[src/rtl/tbus_defs.sv]
// rtl/tbus_defs.sv - shared trinity bus widths, operation codes and arbiter state encodings
package tbus_defs;

    localparam int RESULT_RANGE = 64;
    localparam int SRC_RANGE    = 64;
    localparam int TBUS_RANGE   = 2;

    localparam logic [TBUS_RANGE-1:0] TBUS_READ  = 2'b00;
    localparam logic [TBUS_RANGE-1:0] TBUS_WRITE = 2'b01;

    // Requester identity as stored in last_grant / owner.
    localparam logic GRANT_ICACHE = 1'b0;
    localparam logic GRANT_DCACHE = 1'b1;

    typedef enum logic [1:0] {
        IDLE      = 2'b00,
        ISSUE     = 2'b01,
        WAIT_DONE = 2'b10
    } arb_state_t;

endpackage

[src/rtl/tbus_rr_pick.sv]
// rtl/tbus_rr_pick.sv - two-way round-robin pick, purely combinational
module tbus_rr_pick
    import tbus_defs::*;
(
    input  logic [1:0] req,
    input  logic       last_grant,
    output logic [1:0] grant
);

    // Bit 0 is icache, bit 1 is dcache; a tie goes to whoever did not win last.
    always_comb begin
        grant = 2'b00;
        case (req)
            2'b01:   grant = 2'b01;
            2'b10:   grant = 2'b10;
            2'b11:   grant = (last_grant == GRANT_ICACHE) ? 2'b10 : 2'b01;
            default: grant = 2'b00;
        endcase
    end

endmodule

[src/rtl/tbus_arbiter.sv]
// rtl/tbus_arbiter.sv - round-robin sharing of the DDR trinity bus between icache and dcache
module tbus_arbiter
    import tbus_defs::*;
(
    input  logic                    clock,
    input  logic                    reset_n,

    input  logic                    icache2arb_tbus_index_valid,
    output logic                    icache2arb_tbus_index_ready,
    input  logic [SRC_RANGE-1:0]    icache2arb_tbus_index,
    input  logic [SRC_RANGE-1:0]    icache2arb_tbus_write_data,
    input  logic [SRC_RANGE-1:0]    icache2arb_tbus_write_mask,
    input  logic [TBUS_RANGE-1:0]   icache2arb_tbus_operation_type,
    output logic [RESULT_RANGE-1:0] icache2arb_tbus_read_data,
    output logic                    icache2arb_tbus_operation_done,

    input  logic                    dcache2arb_tbus_index_valid,
    output logic                    dcache2arb_tbus_index_ready,
    input  logic [SRC_RANGE-1:0]    dcache2arb_tbus_index,
    input  logic [SRC_RANGE-1:0]    dcache2arb_tbus_write_data,
    input  logic [SRC_RANGE-1:0]    dcache2arb_tbus_write_mask,
    input  logic [TBUS_RANGE-1:0]   dcache2arb_tbus_operation_type,
    output logic [RESULT_RANGE-1:0] dcache2arb_tbus_read_data,
    output logic                    dcache2arb_tbus_operation_done,

    output logic                    ddr_tbus_index_valid,
    input  logic                    ddr_tbus_index_ready,
    output logic [SRC_RANGE-1:0]    ddr_tbus_index,
    output logic [SRC_RANGE-1:0]    ddr_tbus_write_data,
    output logic [SRC_RANGE-1:0]    ddr_tbus_write_mask,
    output logic [TBUS_RANGE-1:0]   ddr_tbus_operation_type,
    input  logic [RESULT_RANGE-1:0] ddr_tbus_read_data,
    input  logic                    ddr_tbus_operation_done
);

    arb_state_t state, next_state;
    logic       last_grant;
    logic       owner;
    logic [1:0] grant;
    logic       accept_i, accept_d, complete;

    tbus_rr_pick u_pick (
        .req        ({dcache2arb_tbus_index_valid, icache2arb_tbus_index_valid}),
        .last_grant (last_grant),
        .grant      (grant)
    );

    // Ready is gated with reset_n so nothing handshakes while reset is asserted.
    always_comb begin
        next_state = state;
        accept_i   = 1'b0;
        accept_d   = 1'b0;
        complete   = 1'b0;
        case (state)
            IDLE: begin
                accept_i = grant[0] & reset_n;
                accept_d = grant[1] & reset_n;
                if (accept_i || accept_d) next_state = ISSUE;
            end
            ISSUE: begin
                if (ddr_tbus_index_ready) begin
                    if (ddr_tbus_operation_done) begin
                        complete   = 1'b1;
                        next_state = IDLE;
                    end else begin
                        next_state = WAIT_DONE;
                    end
                end
            end
            WAIT_DONE: begin
                if (ddr_tbus_operation_done) begin
                    complete   = 1'b1;
                    next_state = IDLE;
                end
            end
            default: next_state = IDLE;
        endcase
    end

    always_ff @(posedge clock or negedge reset_n) begin
        if (!reset_n) begin
            state                   <= IDLE;
            last_grant              <= GRANT_ICACHE;
            owner                   <= GRANT_ICACHE;
            ddr_tbus_index          <= '0;
            ddr_tbus_write_data     <= '0;
            ddr_tbus_write_mask     <= '0;
            ddr_tbus_operation_type <= '0;
        end else begin
            state <= next_state;
            if (accept_d) begin
                owner                   <= GRANT_DCACHE;
                last_grant              <= GRANT_DCACHE;
                ddr_tbus_index          <= dcache2arb_tbus_index;
                ddr_tbus_write_data     <= dcache2arb_tbus_write_data;
                ddr_tbus_write_mask     <= dcache2arb_tbus_write_mask;
                ddr_tbus_operation_type <= dcache2arb_tbus_operation_type;
            end else if (accept_i) begin
                owner                   <= GRANT_ICACHE;
                last_grant              <= GRANT_ICACHE;
                ddr_tbus_index          <= icache2arb_tbus_index;
                ddr_tbus_write_data     <= icache2arb_tbus_write_data;
                ddr_tbus_write_mask     <= icache2arb_tbus_write_mask;
                ddr_tbus_operation_type <= icache2arb_tbus_operation_type;
            end
        end
    end

    assign ddr_tbus_index_valid           = (state == ISSUE);
    assign icache2arb_tbus_index_ready    = accept_i;
    assign dcache2arb_tbus_index_ready    = accept_d;
    assign icache2arb_tbus_operation_done = complete && (owner == GRANT_ICACHE);
    assign dcache2arb_tbus_operation_done = complete && (owner == GRANT_DCACHE);
    assign icache2arb_tbus_read_data      = icache2arb_tbus_operation_done ? ddr_tbus_read_data : '0;
    assign dcache2arb_tbus_read_data      = dcache2arb_tbus_operation_done ? ddr_tbus_read_data : '0;

endmodule

[config.mk]
export PLATFORM = sky130hd
export DESIGN_NAME = tbus_arbiter
export DESIGN_NICKNAME = d
export VERILOG_FILES = /design/src/rtl/tbus_defs.sv /design/src/rtl/tbus_rr_pick.sv /design/src/rtl/tbus_arbiter.sv
export SDC_FILE = /design/constraint.sdc
export NUM_CORES = 1
export LEC_CHECK = 0
export ABC_AREA = 1
export CORE_AREA = 2 2 302 304
export CTS_CLUSTER_SIZE = 10
export DETAILED_ROUTE_END_ITERATION = 8
export DIE_AREA = 0 0 304 306
export GPL_TIMING_DRIVEN = 0
export PLACE_DENSITY = 0.36
export SLEW_MARGIN = 20
export SYNTH_ARGS = -nofsm -noshare
export SYNTH_HDL_FRONTEND = slang
export SYNTH_SLANG_ARGS = --single-unit
[constraint.sdc]
create_clock -name clock -period 2.7 [get_ports clock]
set_input_delay 0.54 -clock clock [delete_from_list [all_inputs] [get_ports clock]]
set_output_delay 0.54 -clock clock [all_outputs]
set_load 0.005 [all_outputs]
Word level (Yosys, flattened, before mapping):

Cells that the tools add are included.

* equality and inequality tests: 8
* mux-type cells: 24
* reduce and logical (&&, ||, !) cells: 6
* bitwise operators: 3

Operators by type and width (count)
* $mux 64: 8
* $mux 2: 7
* $pmux 2 s3: 2
* $eq 2x2->1 const B: 3
* $mux 1: 6
* $eq 2x1->1 const B: 2
* $ne 2x2->1 const B: 2
* $reduce_and 3->1: 1
* $and 1x1->1: 2
* $logic_and 1x1->1: 2
* $logic_not 2->1: 1
* $ne 2x1->1 const B: 1
* $pmux 1 s2: 1
* $reduce_bool 2->1: 1
* $logic_or 1x1->1: 1
* $not 1->1: 1

* input port bits: 458
* logic and storage cells: 47
* output and inout bits: 327
* register bits: 197

Depth between registers and ports, before layout:

* depth after elaboration: 6
* depth in mapped cells: 9
* gate-level depth less buffers: 7

Hierarchy:

A second synthesis with hierarchy kept.

* cell total of the unflattened synthesis: 1888
* area, all modules: 11652.4 um^2

By module, submodules not included
* tbus_arbiter: sequential area each 4929.7 um^2, times used 1, cells each 1883, area an instance 11631.2 um^2
* tbus_rr_pick: sequential area each 0.0 um^2, times used 1, cells each 5, area an instance 21.3 um^2

Worst setup path after synthesis:

OpenSTA, ideal clock, no wires.

* path kind: flip-flop to output port
* from: register state[0]
* to: output port dcache2arb_tbus_index_ready
* required time: 2.160 ns
* cell stages (with the launch flop): 9
* slack: 0.778 ns
* buffers on the path: 4
* data arrival time: 1.382 ns
* path through: dfrtp_1 inv_1 ha_1 buf_2 nand3_2 buf_4 buf_4 buf_2 inv_1

* word-level cells in the longest chain between the ends: 2

RTL lines
* start: declaration: RTL line tbus_arbiter.sv:36 `arb_state_t state, next_state;`
* start signal: assignment: RTL line tbus_arbiter.sv:90 `state <= next_state;`
* $logic_not 2->1: RTL line tbus_arbiter.sv:54 `case (state)`
* $mux 1: RTL line tbus_arbiter.sv:54
* end: declaration: RTL line tbus_arbiter.sv:18 `output logic dcache2arb_tbus_index_ready,`

Every way passes these cells.

Final worst setup path:

* from: register state[1]
* to: output port icache2arb_tbus_read_data[32]

* word-level cells in the longest chain between the ends: 4
* elaborated cells between the ends (all ways): 5
* classes of those cells: eq/ne (2); mux (2); reduce/logical (1)

RTL lines
* $eq 2x2->1 / $eq 2x1->1 (equally long branches): RTL line tbus_arbiter.sv:54
* $pmux 1 s2 (*): RTL line tbus_arbiter.sv:54
* $logic_and 1x1->1 (*): RTL line tbus_arbiter.sv:112 `assign icache2arb_tbus_operation_done = complete && (owner == GRANT_ICACHE);`
* $mux 64 (*): RTL line tbus_arbiter.sv:114 `assign icache2arb_tbus_read_data = icache2arb_tbus_operation_done ? ddr_tbus_read_data : '0;`
* end: declaration: RTL line tbus_arbiter.sv:14 `output logic [RESULT_RANGE-1:0] icache2arb_tbus_read_data,`

Every way passes the cells marked *; elsewhere a longest branch is shown, timed or not.

==> flow_metrics.tcl <==
set metrics [dict create \
    status "complete, but fails checks" \
    violations "negative setup slack" \
    cts_tree "yes" \
    cp_slowest_cell "dfrtp_1" \
    power_w 0.01897 \
    syn_nets 2409 \
    grt-ovfl-total 0 \
    core_area_sq_um 89600 \
    crit_required_ps 2160 \
    synth_top_cell_area_share 0.3899 \
    seq_area_sq_um 4930 \
    synth-seq-area-share 0.3899 \
    hold_viol 0 \
    fill_cells 9945 \
    power_density_nw_per_um2 807.0 \
    reg2reg_from "state[1]$_DFFE_PN0P_" \
    setup_viol 7 \
    cts.sinks 197 \
    crit_type "reg2out" \
    die_y_microns 306 \
    critical_path.top_delay_family "buffers and inverters" \
    grt_pass1_wl_microns 127100 \
    grt_pass1_vias 17050 \
    end_kind "output pin" \
    routed_wl_microns 92160 \
    numCtsBuffers 17 \
    netlist_instances 1948 \
    clockRootBuffer "clkbuf_16" \
    layout_common_cells "clkdlybuf4s50_1 (652), inv_1 (458), nand2_1 (397)" \
    worstMarginPinSlew_ps 1149 \
    relSlewSlack 0.2341 \
    synthTopCellsByArea "dfrtp_1 (39%), nand3_1 (15%), inv_1 (14%)" \
    drc 0 \
    ys_ff_latch 197 \
    yosys.area.top_type "dfrtp_1" \
    num_rows 110 \
    slew_violations 0 \
    maxCapViolations 0 \
    rsz0062_at_grt "true" \
    io_pins 785 \
    setup_ws_ps -18.82 \
    worstHoldPathType "in2async" \
    crit_path_start_kind "flop" \
    ys_types 16 \
    ant_nets 0 \
    vias_per_cell 4.104 \
    worstPathArrival_ps 2180 \
    num-nets-final 3253 \
    ir_worst_vdd_mv 0.4798 \
    die_area_sq_um 93020 \
    port_buffers 784 \
    grt_max_degree 86 \
    yosys_warnings 0 \
    p_leak_nw 12.11 \
    rrSetupSlack_ps 280 \
    routedWlPerCell_microns 23.09 \
    area_delta_synth_final_pct 85.95 \
    gp_congestion 0.8838 \
    vias 16380 \
    clkLatencyLatePin_ps 510 \
    path_common_cell "buf_6" \
    htreeDepth 4 \
    initial_core_util 0.1411 \
    post-place-ws_ps -1158 \
    syn_area_sq_um 12640 \
    antenna_found_initial 22 \
    track_usage 0.1915 \
    slowest_delay_ps 410 \
    multiInputGateArea_sq_um 5731 \
    die_w_microns 304 \
    drive_above_1_share 0.1412 \
    syn_avg_cell_area_sq_um 6.491 \
    final_core_util 0.2624 \
    worstSetupStartpoint "state[1]$_DFFE_PN0P_" \
    max_freq_mhz 367.8 \
    fin_area_sq_um 23510 \
    period_share 1.007 \
    hpwl_microns 74300 \
    fin_crit_ps 2719 \
    hold_slack_ps 55.67 \
    clockBufferDepth 2 \
    worst-path-buf-inv 6 \
    placed_area_sq_um 22020 \
    firstDrtPassIters 5 \
    path_clk_slew_ps 100 \
    crit_fanout 7 \
    skew_ps 18.92 \
    layout_commonest_cell "clkdlybuf4s50_1" \
    drt-initial-drc-count 858 \
    crit_chain "inv_2 > ha_4 > nand2_4 > nand2_2 > nand4_1 > buf_6 > clkbuf_16 > buf_12 > buf_6 > nor2_4 > buf_6" \
]
## layer usage
layer / global-route usage / part of all wire / vias up
met4: 0.05554 / 0.027 / 22
met1: 0.2107 / 0.38 / 7921
met5: 0 / 0.0016 / -
met2: 0.3496 / 0.52 / 553
met3: 0.06214 / 0.070 / 98
li1: - / - / 7785
## final cells by class
| type | instances | share of cell area |
|---|---|---|
| tap | 1176 | 0.06258 |
| clock inverter | 15 | 0.009472 |
| timing repair buffer | 833 | 0.3461 |
| sequential | 197 | 0.2097 |
| multi-input combinational | 1125 | 0.2437 |
| clock buffer | 17 | 0.01809 |
| buffer | 155 | 0.03533 |
| antenna | 10 | 0.001064 |
| inverter | 463 | 0.07402 |
## sequential cells by signal, indices dropped and copies added, names as in the netlist
register / cells
ddr_tbus_index: 64
ddr_tbus_write_data: 64
ddr_tbus_write_mask: 64
ddr_tbus_operation_type: 2
state: 2
owner: 1
## Yosys cell counts
cell      count
nand3_1     390
nand3_2       2
nand2_2       2
o21ai_0       2
inv_2         2
inv_1       461
nand2_1     399
or2_2         1
ha_1          3
nor2_1      129
clkbuf_1     66
buf_1        15
buf_4         4
dfrtp_1     197
buf_2        78
nand4_1     197
## kinds of logic (layout without fill, tap and decap cells)
| logic type | after synthesis | after routing | synth area share |
|---|---|---|---|
| AO/OA/AOI/OAI | 2 | 2 | 0.0007916 |
| adder cells (fa/ha/maj) | 3 | 3 | 0.002969 |
| buffers and inverters | 626 | 1483 | 0.1947 |
| flip-flops | 197 | 197 | 0.3899 |
| other | 0 | 10 | 0 |
| AND/OR/NAND/NOR | 1120 | 1120 | 0.4116 |
## power breakdown
part           leakage (nW)  total (W)  switching, W  internal [W]
Sequential             2.44    0.00524      0.000872       0.00437
Clock                 0.313    0.00301       0.00163       0.00138
Combinational          9.36     0.0107       0.00576       0.00496
## worst paths after layout
| kind | endpoint | cells after the start |
|---|---|---|
| worst min-delay path | ddr_tbus_write_data[4]$_DFFE_PN0P_ | 2 |
| worst max register to register | ddr_tbus_write_mask[50]$_DFFE_PN0P_ | 9 |
| max in group asynchronous | ddr_tbus_index[12]$_DFFE_PN0P_ | 3 |
| min in group clock | ddr_tbus_index[14]$_DFFE_PN0P_ | 2 |
| worst min register to register | ddr_tbus_index[14]$_DFFE_PN0P_ | 2 |
| worst max-delay path | icache2arb_tbus_read_data[32] | 11 |
## metrics by stage
stage | cells | setup TNS (ps)
after floorplan | 1948 | 0
after global placement | 3908 | -3448520
after detailed placement | 3910 | -145590
after CTS | 3973 | -4680
after global routing | 3987 | -2775
final | 3991 | -64.07
## what timing repair did
action,CTS,global route
setup buffers,18,11
hold buffers,5,0
pin swaps,1,7
endpoints found under the setup margin,292,131
hold endpoints to repair,49,0
gates resized for setup,544,241
gates cloned,10,4
(Power assumes the default switching activity.)
